$ cat config.mk
export PLATFORM = sky130hd
export DESIGN_NAME = imem_arbiter
export DESIGN_NICKNAME = d
export VERILOG_FILES = /design/src/rtl/imem_arbiter_pkg.sv /design/src/rtl/imem_arb_watchdog.sv /design/src/rtl/imem_arbiter.sv
export SDC_FILE = /design/constraint.sdc
export NUM_CORES = 1
export LEC_CHECK = 0
export ABC_CLOCK_PERIOD_IN_PS = 2180
export CORE_AREA = 2 2 180 182
export CTS_BUF_LIST = sky130_fd_sc_hd__clkbuf_8
export CTS_CLUSTER_SIZE = 24
export DETAILED_ROUTE_END_ITERATION = 8
export DIE_AREA = 0 0 182 184
export PLACE_DENSITY = 0.66
export SLEW_MARGIN = 20
export SYNTH_ARGS = -nofsm -noshare
export SYNTH_HDL_FRONTEND = slang
export SYNTH_SLANG_ARGS = --single-unit
$ cat constraint.sdc
create_clock -name clk -period 2.18 [get_ports clk]
set_clock_uncertainty 0.2 [all_clocks]
set_input_delay 0.436 -clock clk [delete_from_list [all_inputs] [get_ports clk]]
set_output_delay 0.436 -clock clk [all_outputs]
set_load 0.02 [all_outputs]
$ cat src/rtl/imem_arbiter_pkg.sv
// Shared definitions for the instruction/data memory arbiter: FSM encodings,
// quad-word/word width macros and the word-lane select helper.
`ifndef IMEM_ARBITER_PKG_SV
`define IMEM_ARBITER_PKG_SV

`ifndef QWORD
`define QWORD 128
`endif
`ifndef WORD
`define WORD 32
`endif

package imem_arbiter_pkg;

  typedef enum logic [1:0] {
    IDLE    = 2'd0,
    GRANT_I = 2'd1,
    GRANT_D = 2'd2,
    RESP    = 2'd3
  } arb_state_e;

  localparam logic SIDE_I = 1'b0;
  localparam logic SIDE_D = 1'b1;

  // Word 0 is the most significant word of the block.
  function automatic logic [`WORD-1:0] word_lane(input logic [`QWORD-1:0] blk,
                                                 input logic [1:0]        sel);
    logic [`WORD-1:0] w;
    case (sel)
      2'd0:    w = blk[127:96];
      2'd1:    w = blk[95:64];
      2'd2:    w = blk[63:32];
      default: w = blk[31:0];
    endcase
    return w;
  endfunction

endpackage

`endif

$ cat src/rtl/imem_arb_watchdog.sv
// Transaction watchdog: counts cycles spent waiting on the memory and raises a
// sticky timeout flag when the wait exceeds TIMEOUT cycles.
module imem_arb_watchdog #(
  parameter int TIMEOUT = 255
) (
  input  logic clk,
  input  logic rst_n,
  input  logic run_i,
  input  logic memReady_i,
  output logic expire_o,
  output logic timeoutErr_o
);

  localparam logic [7:0] LAST_CNT = 8'(TIMEOUT - 1);

  logic [7:0] cnt_q, cnt_d;
  logic       err_q, err_d;

  // A completion arriving on the final cycle wins over the expiry.
  always_comb begin
    expire_o = run_i && !memReady_i && (cnt_q == LAST_CNT);
    cnt_d    = run_i ? cnt_q + 8'd1 : 8'd0;
    err_d    = err_q | expire_o;
  end

  always_ff @(posedge clk or negedge rst_n) begin
    if (!rst_n) begin
      cnt_q <= 8'd0;
      err_q <= 1'b0;
    end else begin
      cnt_q <= cnt_d;
      err_q <= err_d;
    end
  end

  assign timeoutErr_o = err_q;

endmodule

$ cat src/rtl/imem_arbiter.sv
// Single-port arbiter sharing one quad-word memory between I-cache refill and
// data accesses. IMEM_ARB_ROUND_ROBIN_EN selects round-robin instead of D-priority.
module imem_arbiter
  import imem_arbiter_pkg::*;
#(
  parameter int TIMEOUT = 255,
  parameter int ADDR_W  = 32
) (
  input  logic              clk,
  input  logic              rst_n,
  input  logic              icReq,
  input  logic [ADDR_W-1:0] icAddr,
  output logic [127:0]      icQdata,
  output logic              icReady,
  input  logic              dReq,
  input  logic              dWe,
  input  logic [ADDR_W-1:0] dAddr,
  input  logic [31:0]       dWdata,
  output logic [31:0]       dRdata,
  output logic              dReady,
  output logic              memReq,
  output logic              memWe,
  output logic [ADDR_W-1:0] memAddr,
  output logic [31:0]       memWdata,
  input  logic [127:0]      memQdata,
  input  logic              memReady,
  output logic              timeoutErr
);

  arb_state_e        state_q;
  logic              memReq_q;
  logic              memWe_q;
  logic [ADDR_W-1:0] memAddr_q;
  logic [31:0]       memWdata_q;
  logic [1:0]        lane_q;
  logic [127:0]      icQdata_q;
  logic [31:0]       dRdata_q;
  logic              icReady_q;
  logic              dReady_q;

  logic              pick_d;
  logic              wd_run;
  logic              wd_expire;
  logic              done;
  logic              unused_addr_bits;

  assign unused_addr_bits = ^{icAddr[3:0], dAddr[1:0]};

`ifdef IMEM_ARB_ROUND_ROBIN_EN
  logic lastGrant_q;

  // On a tie the side that did not win last time goes first.
  assign pick_d = dReq && (!icReq || (lastGrant_q == SIDE_I));

  always_ff @(posedge clk or negedge rst_n) begin
    if (!rst_n) begin
      lastGrant_q <= SIDE_I;
    end else if ((state_q == IDLE) && (icReq || dReq)) begin
      lastGrant_q <= pick_d ? SIDE_D : SIDE_I;
    end
  end
`else
  assign pick_d = dReq;
`endif

  assign wd_run = (state_q == GRANT_I) || (state_q == GRANT_D);
  assign done   = memReady || wd_expire;

  imem_arb_watchdog #(
    .TIMEOUT (TIMEOUT)
  ) u_watchdog (
    .clk          (clk),
    .rst_n        (rst_n),
    .run_i        (wd_run),
    .memReady_i   (memReady),
    .expire_o     (wd_expire),
    .timeoutErr_o (timeoutErr)
  );

  always_ff @(posedge clk or negedge rst_n) begin
    if (!rst_n) begin
      state_q    <= IDLE;
      memReq_q   <= 1'b0;
      memWe_q    <= 1'b0;
      memAddr_q  <= '0;
      memWdata_q <= '0;
      lane_q     <= 2'd0;
      icQdata_q  <= '0;
      dRdata_q   <= '0;
      icReady_q  <= 1'b0;
      dReady_q   <= 1'b0;
    end else begin
      icReady_q <= 1'b0;
      dReady_q  <= 1'b0;
      case (state_q)
        IDLE: begin
          if (icReq || dReq) begin
            memReq_q <= 1'b1;
            if (pick_d) begin
              state_q    <= GRANT_D;
              memAddr_q  <= {dAddr[ADDR_W-1:2], 2'b00};
              memWe_q    <= dWe;
              memWdata_q <= dWdata;
              lane_q     <= dAddr[3:2];
            end else begin
              state_q    <= GRANT_I;
              memAddr_q  <= {icAddr[ADDR_W-1:4], 4'b0000};
              memWe_q    <= 1'b0;
              memWdata_q <= '0;
            end
          end
        end
        GRANT_I: begin
          if (done) begin
            state_q   <= RESP;
            memReq_q  <= 1'b0;
            icReady_q <= 1'b1;
            icQdata_q <= memReady ? memQdata : '0;
          end
        end
        GRANT_D: begin
          // Writes and aborted reads both return a zero word.
          if (done) begin
            state_q  <= RESP;
            memReq_q <= 1'b0;
            memWe_q  <= 1'b0;
            dReady_q <= 1'b1;
            dRdata_q <= (memReady && !memWe_q) ? word_lane(memQdata, lane_q) : '0;
          end
        end
        RESP: begin
          state_q <= IDLE;
        end
        default: begin
          state_q <= IDLE;
        end
      endcase
    end
  end

  assign memReq   = memReq_q;
  assign memWe    = memWe_q;
  assign memAddr  = memAddr_q;
  assign memWdata = memWdata_q;
  assign icQdata  = icQdata_q;
  assign icReady  = icReady_q;
  assign dRdata   = dRdata_q;
  assign dReady   = dReady_q;

endmodule

==> run metrics <==
status=complete, no violations; Reg2Reg Setup Slack=about 220 ps; Pint=about 14000 uW; max-slew violation count=0; setup tns final=0 ps; fmax=about 470 MHz; drt first-iter violations=around 270; Die Width=182 um; ant diodes=0; Top Family by Delay on Critical Path=buffers and inverters; Post-synth EDFFs=0; clock power share=0.181; via count=7895; drt first pass iters=4; Reg2Reg Depth=4; Slew @ Worst Pin=between 500 and 600 ps; critical path required time=about 1500 ps; All-Layer GR Usage=0.191; FF+latch count, synth=approximately 240; total power per unit cell area=approximately 1400 nW/um2; slowest library cell on the worst path=clkdlybuf4s50_1; total number of H-tree levels=2; Routed Antenna Nets=0; total CTS buffers=between 40 and 50; headroom to the max-slew limit=0.651; most numerous cell in the Yosys netlist=dfrtp_1; Hold EP=state_q[1]; first-pass GRT wire length=a little under 50 mm; top-area cell type share of the netlist area=0.615; Netlist cell types=36; initial core utilization=0.310; CP cell instances=clkdlybuf4s50_1; r2r endpoint=lane_q[1]; fin crit period=~2100 ps; crit-path max cell delay=just over 600 ps; Synth Instances=roughly 670; die height=between 150 and 200 um; DRC viols=0; final worst path period share=0.976; initial antenna violation count=0; Hold Fails Final Rpt=0; DP HPWL=roughly 24 mm; fin nets=1383; per-cell routed wire length=around 21 um; largest net degree at the start of global routing=91; switching portion of total power=0.381; maximum VDD drop=~700 uV; crit path max fanout=2; Sink Count=around 240; leakage=approximately 0.0084 uW; Gate power share=0.489; top cells by area, synth=dfrtp_1 (62%), a22o_1 (17%), mux4_2 (7.4%), mux2i_1 (3.1%), clkbuf_1 (1.5%); worst-skew pair later-pin latency=between 500 and 600 ps; area grow syn2layout=63.6%; Die Area=between 30000 and 40000 um2; overall power=23000 uW; synth warn=0; IO Pins=around 460; CTS Buffer Depth=3; final WL=about 33 mm; FF-to-FF Start=state_q[0]; fin util=0.506; asr flop ratio synth=1.00; min-delay src=dReq; CTS tree=done; PortBufs=450; Final setup violation count=0; Switching Power=a little under 9000 uW; Synth area leader=dfrtp_1; Buf/Inv on CP=1; Core Rows=65; Mapped Area=about 10000 um2; syn avg cell area=approximately 14 um2; clock slew at reported path FFs=50 ps; Root Driver=clkbuf_8; Via density=5.00; share of layout cells above drive strength 1=0.126; Max Cap Viol=0; CP Launch Type=register; ys flop type=dfrtp_1; top cells by count, synth=dfrtp_1 (239), a22o_1 (194), clkbuf_1 (39), nand2_1 (33), mux4_2 (32); Sequential Power Share=0.329; Core Area=around 31000 um2; Hold Path Stages=3; routability cong.=approximately 0.78; sequential cell area fraction in the yosys report=0.615; Arr. time, crit path=between 1000 and 1500 ps; vias in the first global route=8384; aggregate global routing overflow=0; Hold/Removal Path Class=input pin to register; Crit Path Category=register to primary output; crit end category=primary output
==> layer usage <==
layer	GRT usage	routed length (um)	up-vias	part of all wire
li1	-	-	3540	-
met1	0.230	13100	3925	0.40
met2	0.320	16000	371	0.48
met3	0.0679	3100	59	0.094
met4	0.0632	954	0	0.029
met5	0	0	-	0
==> final cells by class <==
| type | instances | area (um2) |
|---|---|---|
| Multi-Input combinational cell | 368 | 3400 |
| Timing Repair Buffer | 489 | 5130 |
| Tap cell | 402 | 503 |
| Fill cell | 2776 | 15500 |
| Clock inverter | 24 | 131 |
| Inverter | 5 | 18.8 |
| Clock buffer | 53 | 729 |
| Sequential cell | 239 | 5980 |
==> metrics by stage <==
| step | setup slack [ps] | cells | hold slack, ps | cell area [um2] |
|---|---|---|---|---|
| 4_1_cts | 0.0622 | 1580 | 108 | 15600 |
| 6_report | 52.5 | 1580 | 152 | 15900 |
| 3_5_place_dp | 99.2 | 1502 | 214 | 14900 |
| 3_3_place_gp | 115 | 1502 | 210 | 14900 |
| 2_1_floorplan | 339 | 675 | -59.6 | 9730 |
| 5_1_grt | -15.4 | 1580 | 135 | 15900 |
==> cells in the final DEF (no fill, tap or decap), drive strengths merged, types with 30 or more instances in the layout <==
cell type,n
o21ai,30
buf,41
nand2,34
clkbuf,53
a22o,194
mux4,32
mux2i,30
dlymetal6s2s,103
dfrtp,239
dlygate4sd2,87
clkdlybuf4s50,257
==> worst reg2reg max path: cells and delay by family, from the launching register on <==
| kind | cells | cell delay, ps |
|---|---|---|
| AND/OR/NAND/NOR | 1 | 470 |
| buffers and inverters | 1 | 120 |
| multiplexers | 1 | 390 |
| flip-flops | 1 | 400 |
| adder cells (fa/ha/maj) | 1 | 280 |
==> cells by family (layout without fill, tap and decap cells) <==
family                   after synthesis  count (layout)  synth area share
AO/OA/AOI/OAI                        232             232             0.197
multiplexers                          64              64             0.107
buffers and inverters                 68             571            0.0377
XOR/XNOR                               6               6           0.00541
other                                  1               2          0.000386
AND/OR/NAND/NOR                       58              58            0.0290
flip-flops                           239             239             0.615
adder cells (fa/ha/maj)                6               6           0.00772
==> power by group through the flow <==
stage          clock network, uW  logic [uW]  registers [uW]
2_1_floorplan                  0        3920            9770
3_3_place_gp                   0       11900            7620
3_5_place_dp                   0       12000            7660
4_1_cts                     4280       11500            7610
5_1_grt                     4500       11900            7820
6_report                    4160       11200            7560
==> what timing repair did <==
action                                  CTS  global route
endpoints found under the setup margin   87           103
hold buffers                              1             0
endpoints found under the hold margin    44             0
buffers inserted                          0             0
gates resized for setup                  87           103
gates cloned                              0             0
==> worst max-delay path by stage <==
stage	startpoint	end	slack, ps	cells after the start
2_1_floorplan	u_watchdog.cnt_q[0]	icQdata[108]	340	8
3_3_place_gp	memReady	icQdata[53]	120	5
3_5_place_dp	memReady	icQdata[22]	100	5
4_1_cts	memWdata[11]	memWdata[11]	0.06	1
5_1_grt	icQdata[84]	icQdata[84]	-20	1
6_report	dRdata[0]	dRdata[0]	50	1
==> flip-flops by register name, summed over array words and instances, names as in the netlist, 2 cells and up <==
name / count
dRdata: 32
icQdata: 128
lane_q: 2
memAddr: 30
memWdata: 32
state_q: 2
u_watchdog.cnt_q: 8
(Power assumes the default switching activity.)
